===== src/rtl/cayde_fetch.sv =====
// Instruction fetch unit: one outstanding memory request feeding a 2-entry {pc, instr} buffer.
// Build option CAYDE_FETCH_MISALIGN_EN: a misaligned redirect sets sticky fetch_err and halts fetching.
module cayde_fetch #(
  parameter logic [31:0] BOOT_ADDR = 32'h0000_0000
) (
  input  logic        clk,
  input  logic        rst_n,
  input  logic        fetch_enable,
  output logic        imem_req,
  output logic [31:0] imem_addr,
  input  logic        imem_gnt,
  input  logic        imem_rvalid,
  input  logic [31:0] imem_rdata,
  input  logic        redirect_valid,
  input  logic [31:0] redirect_pc,
  output logic        instr_valid,
  input  logic        instr_ready,
  output logic [31:0] instr_out,
  output logic [31:0] instr_pc,
  output logic        fetch_err
);
  localparam logic [31:0] BOOT_PC = {BOOT_ADDR[31:2], 2'b00};
  localparam int DEPTH = 2;

  typedef enum logic [1:0] {
    IDLE = 2'd0,
    REQ  = 2'd1,
    WAIT = 2'd2
  } state_t;

  state_t      state_reg;
  logic        req_reg;
  logic [31:0] addr_reg;
  logic [31:0] pc_reg;
  logic        discard_reg;
  logic        err_reg;

  logic [31:0] pc_mem    [DEPTH];
  logic [31:0] instr_mem [DEPTH];
  logic        wr_ptr_reg;
  logic        rd_ptr_reg;
  logic [1:0]  count_reg;
  logic [1:0]  count_next;

  logic [31:0] redirect_target;
  logic [31:0] issue_addr;
  logic        misalign;
  logic        err_next;
  logic        push;
  logic        pop;
  logic        can_issue;

  assign redirect_target = {redirect_pc[31:2], 2'b00};
  assign issue_addr      = redirect_valid ? redirect_target : pc_reg;

`ifdef CAYDE_FETCH_MISALIGN_EN
  assign misalign  = redirect_valid && (redirect_pc[1:0] != 2'b00);
  assign fetch_err = err_reg;
`else
  logic unused_low_bits;
  assign unused_low_bits = ^redirect_pc[1:0];
  assign misalign  = 1'b0;
  assign fetch_err = 1'b0;
`endif

  assign err_next = err_reg | misalign;

  // A response is buffered only if nothing invalidated it; redirect beats push and pop.
  assign push = (state_reg == WAIT) && imem_rvalid && !discard_reg && !redirect_valid;
  assign pop  = (count_reg != 2'd0) && instr_ready && !redirect_valid;

  always_comb begin
    count_next = count_reg;
    if (redirect_valid) begin
      count_next = 2'd0;
    end else if (push && !pop) begin
      count_next = count_reg + 2'd1;
    end else if (pop && !push) begin
      count_next = count_reg - 2'd1;
    end
  end

  // A new request needs a slot that is free after this cycle's push/pop/flush settle.
  assign can_issue = fetch_enable && !err_next && (count_next < 2'd2);

  always_ff @(posedge clk or negedge rst_n) begin
    if (!rst_n) begin
      state_reg   <= IDLE;
      req_reg     <= 1'b0;
      addr_reg    <= BOOT_PC;
      pc_reg      <= BOOT_PC;
      discard_reg <= 1'b0;
      err_reg     <= 1'b0;
    end else begin
      err_reg <= err_next;
      if (redirect_valid) begin
        pc_reg <= redirect_target;
      end
      case (state_reg)
        IDLE: begin
          if (can_issue) begin
            state_reg <= REQ;
            req_reg   <= 1'b1;
            addr_reg  <= issue_addr;
          end
        end
        REQ: begin
          if (imem_gnt) begin
            state_reg   <= WAIT;
            req_reg     <= 1'b0;
            if (!discard_reg && !redirect_valid) begin
              pc_reg <= pc_reg + 32'd4;
            end
            discard_reg <= discard_reg | redirect_valid;
          end else if (redirect_valid) begin
            // The old address stays on the bus until granted; its data is dropped later.
            discard_reg <= 1'b1;
          end
        end
        WAIT: begin
          if (imem_rvalid) begin
            discard_reg <= 1'b0;
            if (can_issue) begin
              state_reg <= REQ;
              req_reg   <= 1'b1;
              addr_reg  <= issue_addr;
            end else begin
              state_reg <= IDLE;
            end
          end else if (redirect_valid) begin
            discard_reg <= 1'b1;
          end
        end
        default: begin
          state_reg <= IDLE;
          req_reg   <= 1'b0;
        end
      endcase
    end
  end

  always_ff @(posedge clk or negedge rst_n) begin
    if (!rst_n) begin
      wr_ptr_reg <= 1'b0;
      rd_ptr_reg <= 1'b0;
      count_reg  <= 2'd0;
      for (int i = 0; i < DEPTH; i++) begin
        pc_mem[i]    <= '0;
        instr_mem[i] <= '0;
      end
    end else begin
      count_reg <= count_next;
      if (redirect_valid) begin
        wr_ptr_reg <= 1'b0;
        rd_ptr_reg <= 1'b0;
      end else begin
        if (push) begin
          pc_mem[wr_ptr_reg]    <= addr_reg;
          instr_mem[wr_ptr_reg] <= imem_rdata;
          wr_ptr_reg            <= ~wr_ptr_reg;
        end
        if (pop) begin
          rd_ptr_reg <= ~rd_ptr_reg;
        end
      end
    end
  end

  assign imem_req    = req_reg;
  assign imem_addr   = addr_reg;
  assign instr_valid = (count_reg != 2'd0);
  assign instr_out   = instr_mem[rd_ptr_reg];
  assign instr_pc    = pc_mem[rd_ptr_reg];

endmodule


===== config.mk =====
export PLATFORM = sky130hd
export DESIGN_NAME = cayde_fetch
export DESIGN_NICKNAME = d
export VERILOG_FILES = /design/src/rtl/cayde_fetch.sv
export SDC_FILE = /design/constraint.sdc
export NUM_CORES = 1
export LEC_CHECK = 0
export CAP_MARGIN = 20
export CORE_MARGIN = 2
export CORE_UTILIZATION = 57
export CTS_CLUSTER_SIZE = 25
export DETAILED_ROUTE_END_ITERATION = 8
export PLACE_DENSITY = 0.91
export SLEW_MARGIN = 20
export SYNTH_ARGS = -nofsm -noshare
export SYNTH_HDL_FRONTEND = slang
export SYNTH_SLANG_ARGS = --single-unit

===== constraint.sdc =====
create_clock -name clk -period 3.6 [get_ports clk]
set_input_delay 0.54 -clock clk [delete_from_list [all_inputs] [get_ports clk]]
set_output_delay 0.54 -clock clk [all_outputs]
set_load 0.005 [all_outputs]

==> results.cfg <==
[outcome]
status = completed

[routing]
drt_iter0_drc = 310
via_count = 6102
drtAntennaViolNets = 0
wire_per_inst_microns = 17.2
viasPerCell = 5.56
routed_wl_microns = 18900
first_pass_iters = 4
drc = 0

[setup_path]
crit_type = reg2out
end_kind = output pin
crit_slowest_cell = dfrtp_2
crit_family = buffers and inverters
path_cells = buf_4, mux2_2, clkdlybuf4s50_1
cp_data_arrival_time_ns = 2.14
slowest_delay_ns = 0.50
cp.required_ns = 3.06
crit_path_max_fanout = 24
cp.buffers_inverters = 2
cp-start-kind = flip-flop

[die]
initial_core_util = 0.579
die-area_sq_um = 17000
die_y_microns = 130
num_io_pins = 170
coreArea_sq_um = 15700
fp-row-count = 46
die_w_microns = 130

[timing]
clock_skew_ns = 0.0111
rsz0062_at_grt = false
post-route-period-util = 0.746
tns_ns = 0
setup_violations = 0
max_freq_ghz = 0.373
hold_viol_final = 0
slew_headroom = 0.387
fin_crit_ns = 2.68
drv_slew = 0
worstMarginPinSlew_ns = 0.919

[final_layout]
design_area_sq_um = 11600
top_regs = instr_mem (64), pc_mem (64)
nFillCells = 1070
fin_nets = 947
syn2layout_area_growth_pct = 27.6
diodes = 0
drive_gt1_frac = 0.277

[clock_network]
cts_sinks = 200
htreeDepth = 4
cts_hold_buf = 0
cts_tree = done
cts_buffers = 17
cts-resized-gates = 0
postCtsSetupBuffers = 0
clk_path_buf_depth = 2
path_clk_slew_ns = 0.07
cts-root-buf = clkbuf_16
clock_latency_ns = 0.42

[global_route]
grt_max_degree = 104
track_usage = 0.233
grt_util_met3 = 0.0533
grt_pass1_wl_microns = 30900
use_met2 = 0.388
grt-busiest-layer = met2
antenna_found_initial = 1
first_global_vias = 6081
overflow = 0
grt.met1_usage = 0.307

[yosys]
yosys.cell_types.count = 49
syn_area_sq_um = 9090
async_reset_ff_frac = 1.00
seq_area_frac_synth = 0.551
synth.avg_cell_area_sq_um = 12.8
synth_edf_count = 0
syn_inst = 712
syn-num-nets = 790
ys_dominant_reg_cell = dfrtp_1
yosys_warnings = 0
ys_ff_latch = 200

[placement]
detailed_place_hpwl_microns = 12900
dpl-instance-area_sq_um = 11000
gp_congestion = 0.855
numPortBuffers = 166

[run]
maxCapViolations = 0

[power]
peakVddDrop_mv = 0.467
leakagePower_nw = 5.35
p_per_area_nw_per_um2 = 660
power_w = 0.00765

[min_path]
hold_path_class = in2async
-- area by class of cell --
class | instances | area [sq um] | area share
Tap cell | 216 | 270 | 0.0233
Multi-Input combinational cell | 461 | 3910 | 0.337
Timing Repair Buffer | 176 | 1770 | 0.153
Clock inverter | 12 | 149 | 0.0128
Sequential cell | 200 | 5010 | 0.432
Clock buffer | 20 | 447 | 0.0385
Inverter | 13 | 48.8 | 0.00421
-- worst paths after layout --
check | startpoint | endpoint | slack (ns) | cells after the start
min in group clk | pc_mem[45] | pc_mem[45] | 0.49 | 1
min | rst_n | pc_mem[41] | 0.20 | 1
max in group asynchronous | rst_n | pc_reg[14] | 2.42 | 2
min reg2reg | pc_mem[45] | pc_mem[45] | 0.49 | 1
max reg2reg | state_reg[0] | imem_addr[18] | 1.07 | 7
max | rd_ptr_reg | instr_out[27] | 0.92 | 3
-- synth_stat cells (2+ instances only) --
cell      number  area share
a311o_1        2      0.0022
xor2_1         9      0.0087
nor4_1         4      0.0028
a31oi_1        3      0.0021
nand2b_1       2      0.0014
and4_1         3      0.0029
a211oi_1       2      0.0017
and3_1         6      0.0041
o31ai_1        2      0.0017
o32ai_1        2      0.0019
a221oi_1       3      0.0029
nor2_1        16      0.0066
clkbuf_1      29       0.012
nor2b_1        4      0.0028
mux2_2       192        0.24
mux2_1         5      0.0062
nand4_1        7      0.0048
dfrtp_1      200        0.55
a311oi_1       2      0.0019
buf_1          2     0.00083
ha_1           7      0.0096
nand3_1        8      0.0044
and2_1         3      0.0021
nand2_1       55       0.023
nor3_1         8      0.0044
o211a_1        2      0.0022
a21oi_1        3      0.0017
xnor2_1       12       0.012
buf_2          6      0.0033
inv_1         13      0.0054
o21ai_0       51       0.028
a21boi_0      16       0.013
mux2i_1       17       0.019
-- per-stage QoR --
stage,std cells,setup WS [ns],utilization,hold slack [ns]
after floorplan,712,1.44,-,0.244
after global placement,1066,0.819,0.700,0.463
after detailed placement,1066,0.808,0.700,0.480
after CTS,1098,0.904,0.738,0.239
after global routing,1098,0.789,0.738,0.262
final,1098,0.916,0.738,0.199
-- report_power, final --
group / internal (W) / switching (W)
clock: 0.00111 / 0.000820
combinational: 0.00162 / 0.000941
sequential: 0.00277 / 0.000397
total: 0.00549 / 0.00216
-- layout by cell type (no fill, tap or decap), types with 5 or more instances in the layout --
| cell type | synthesis | routed |
|---|---|---|
| dfrtp_1 | 200 | 199 |
| mux2_2 | 192 | 192 |
| clkdlybuf4s50_1 | 0 | 164 |
| nand2_1 | 55 | 54 |
| o21ai_0 | 51 | 51 |
| mux2i_1 | 17 | 17 |
| clkbuf_16 | 0 | 17 |
| nor2_1 | 16 | 16 |
| a21boi_0 | 16 | 16 |
| inv_1 | 13 | 13 |
| xnor2_1 | 12 | 12 |
| xor2_1 | 9 | 9 |
| nand3_1 | 8 | 8 |
| nor3_1 | 8 | 8 |
| nand4_1 | 7 | 7 |
| ha_1 | 7 | 7 |
| buf_4 | 1 | 7 |
| and3_1 | 6 | 6 |
| mux2_1 | 5 | 5 |
| clkinv_2 | 0 | 5 |
-- layer usage --
| layer | vias up | share of wire |
|---|---|---|
| li1 | 2864 | - |
| met1 | 3064 | 0.44 |
| met2 | 154 | 0.50 |
| met3 | 18 | 0.055 |
| met4 | 2 | 0.011 |
| met5 | - | 0.00079 |
-- cell families (layout without fill, tap and decap cells) --
logic type	after synthesis	count (layout)	synth area share
fa+ha+maj	7	7	0.00963
xor+xnor	21	21	0.0202
mux	214	214	0.263
buf+inv	51	221	0.0223
compound gates	91	91	0.0630
simple gates	127	127	0.0710
flops	200	200	0.551
other cells	1	1	0.000413
(Power assumes the default switching activity.)
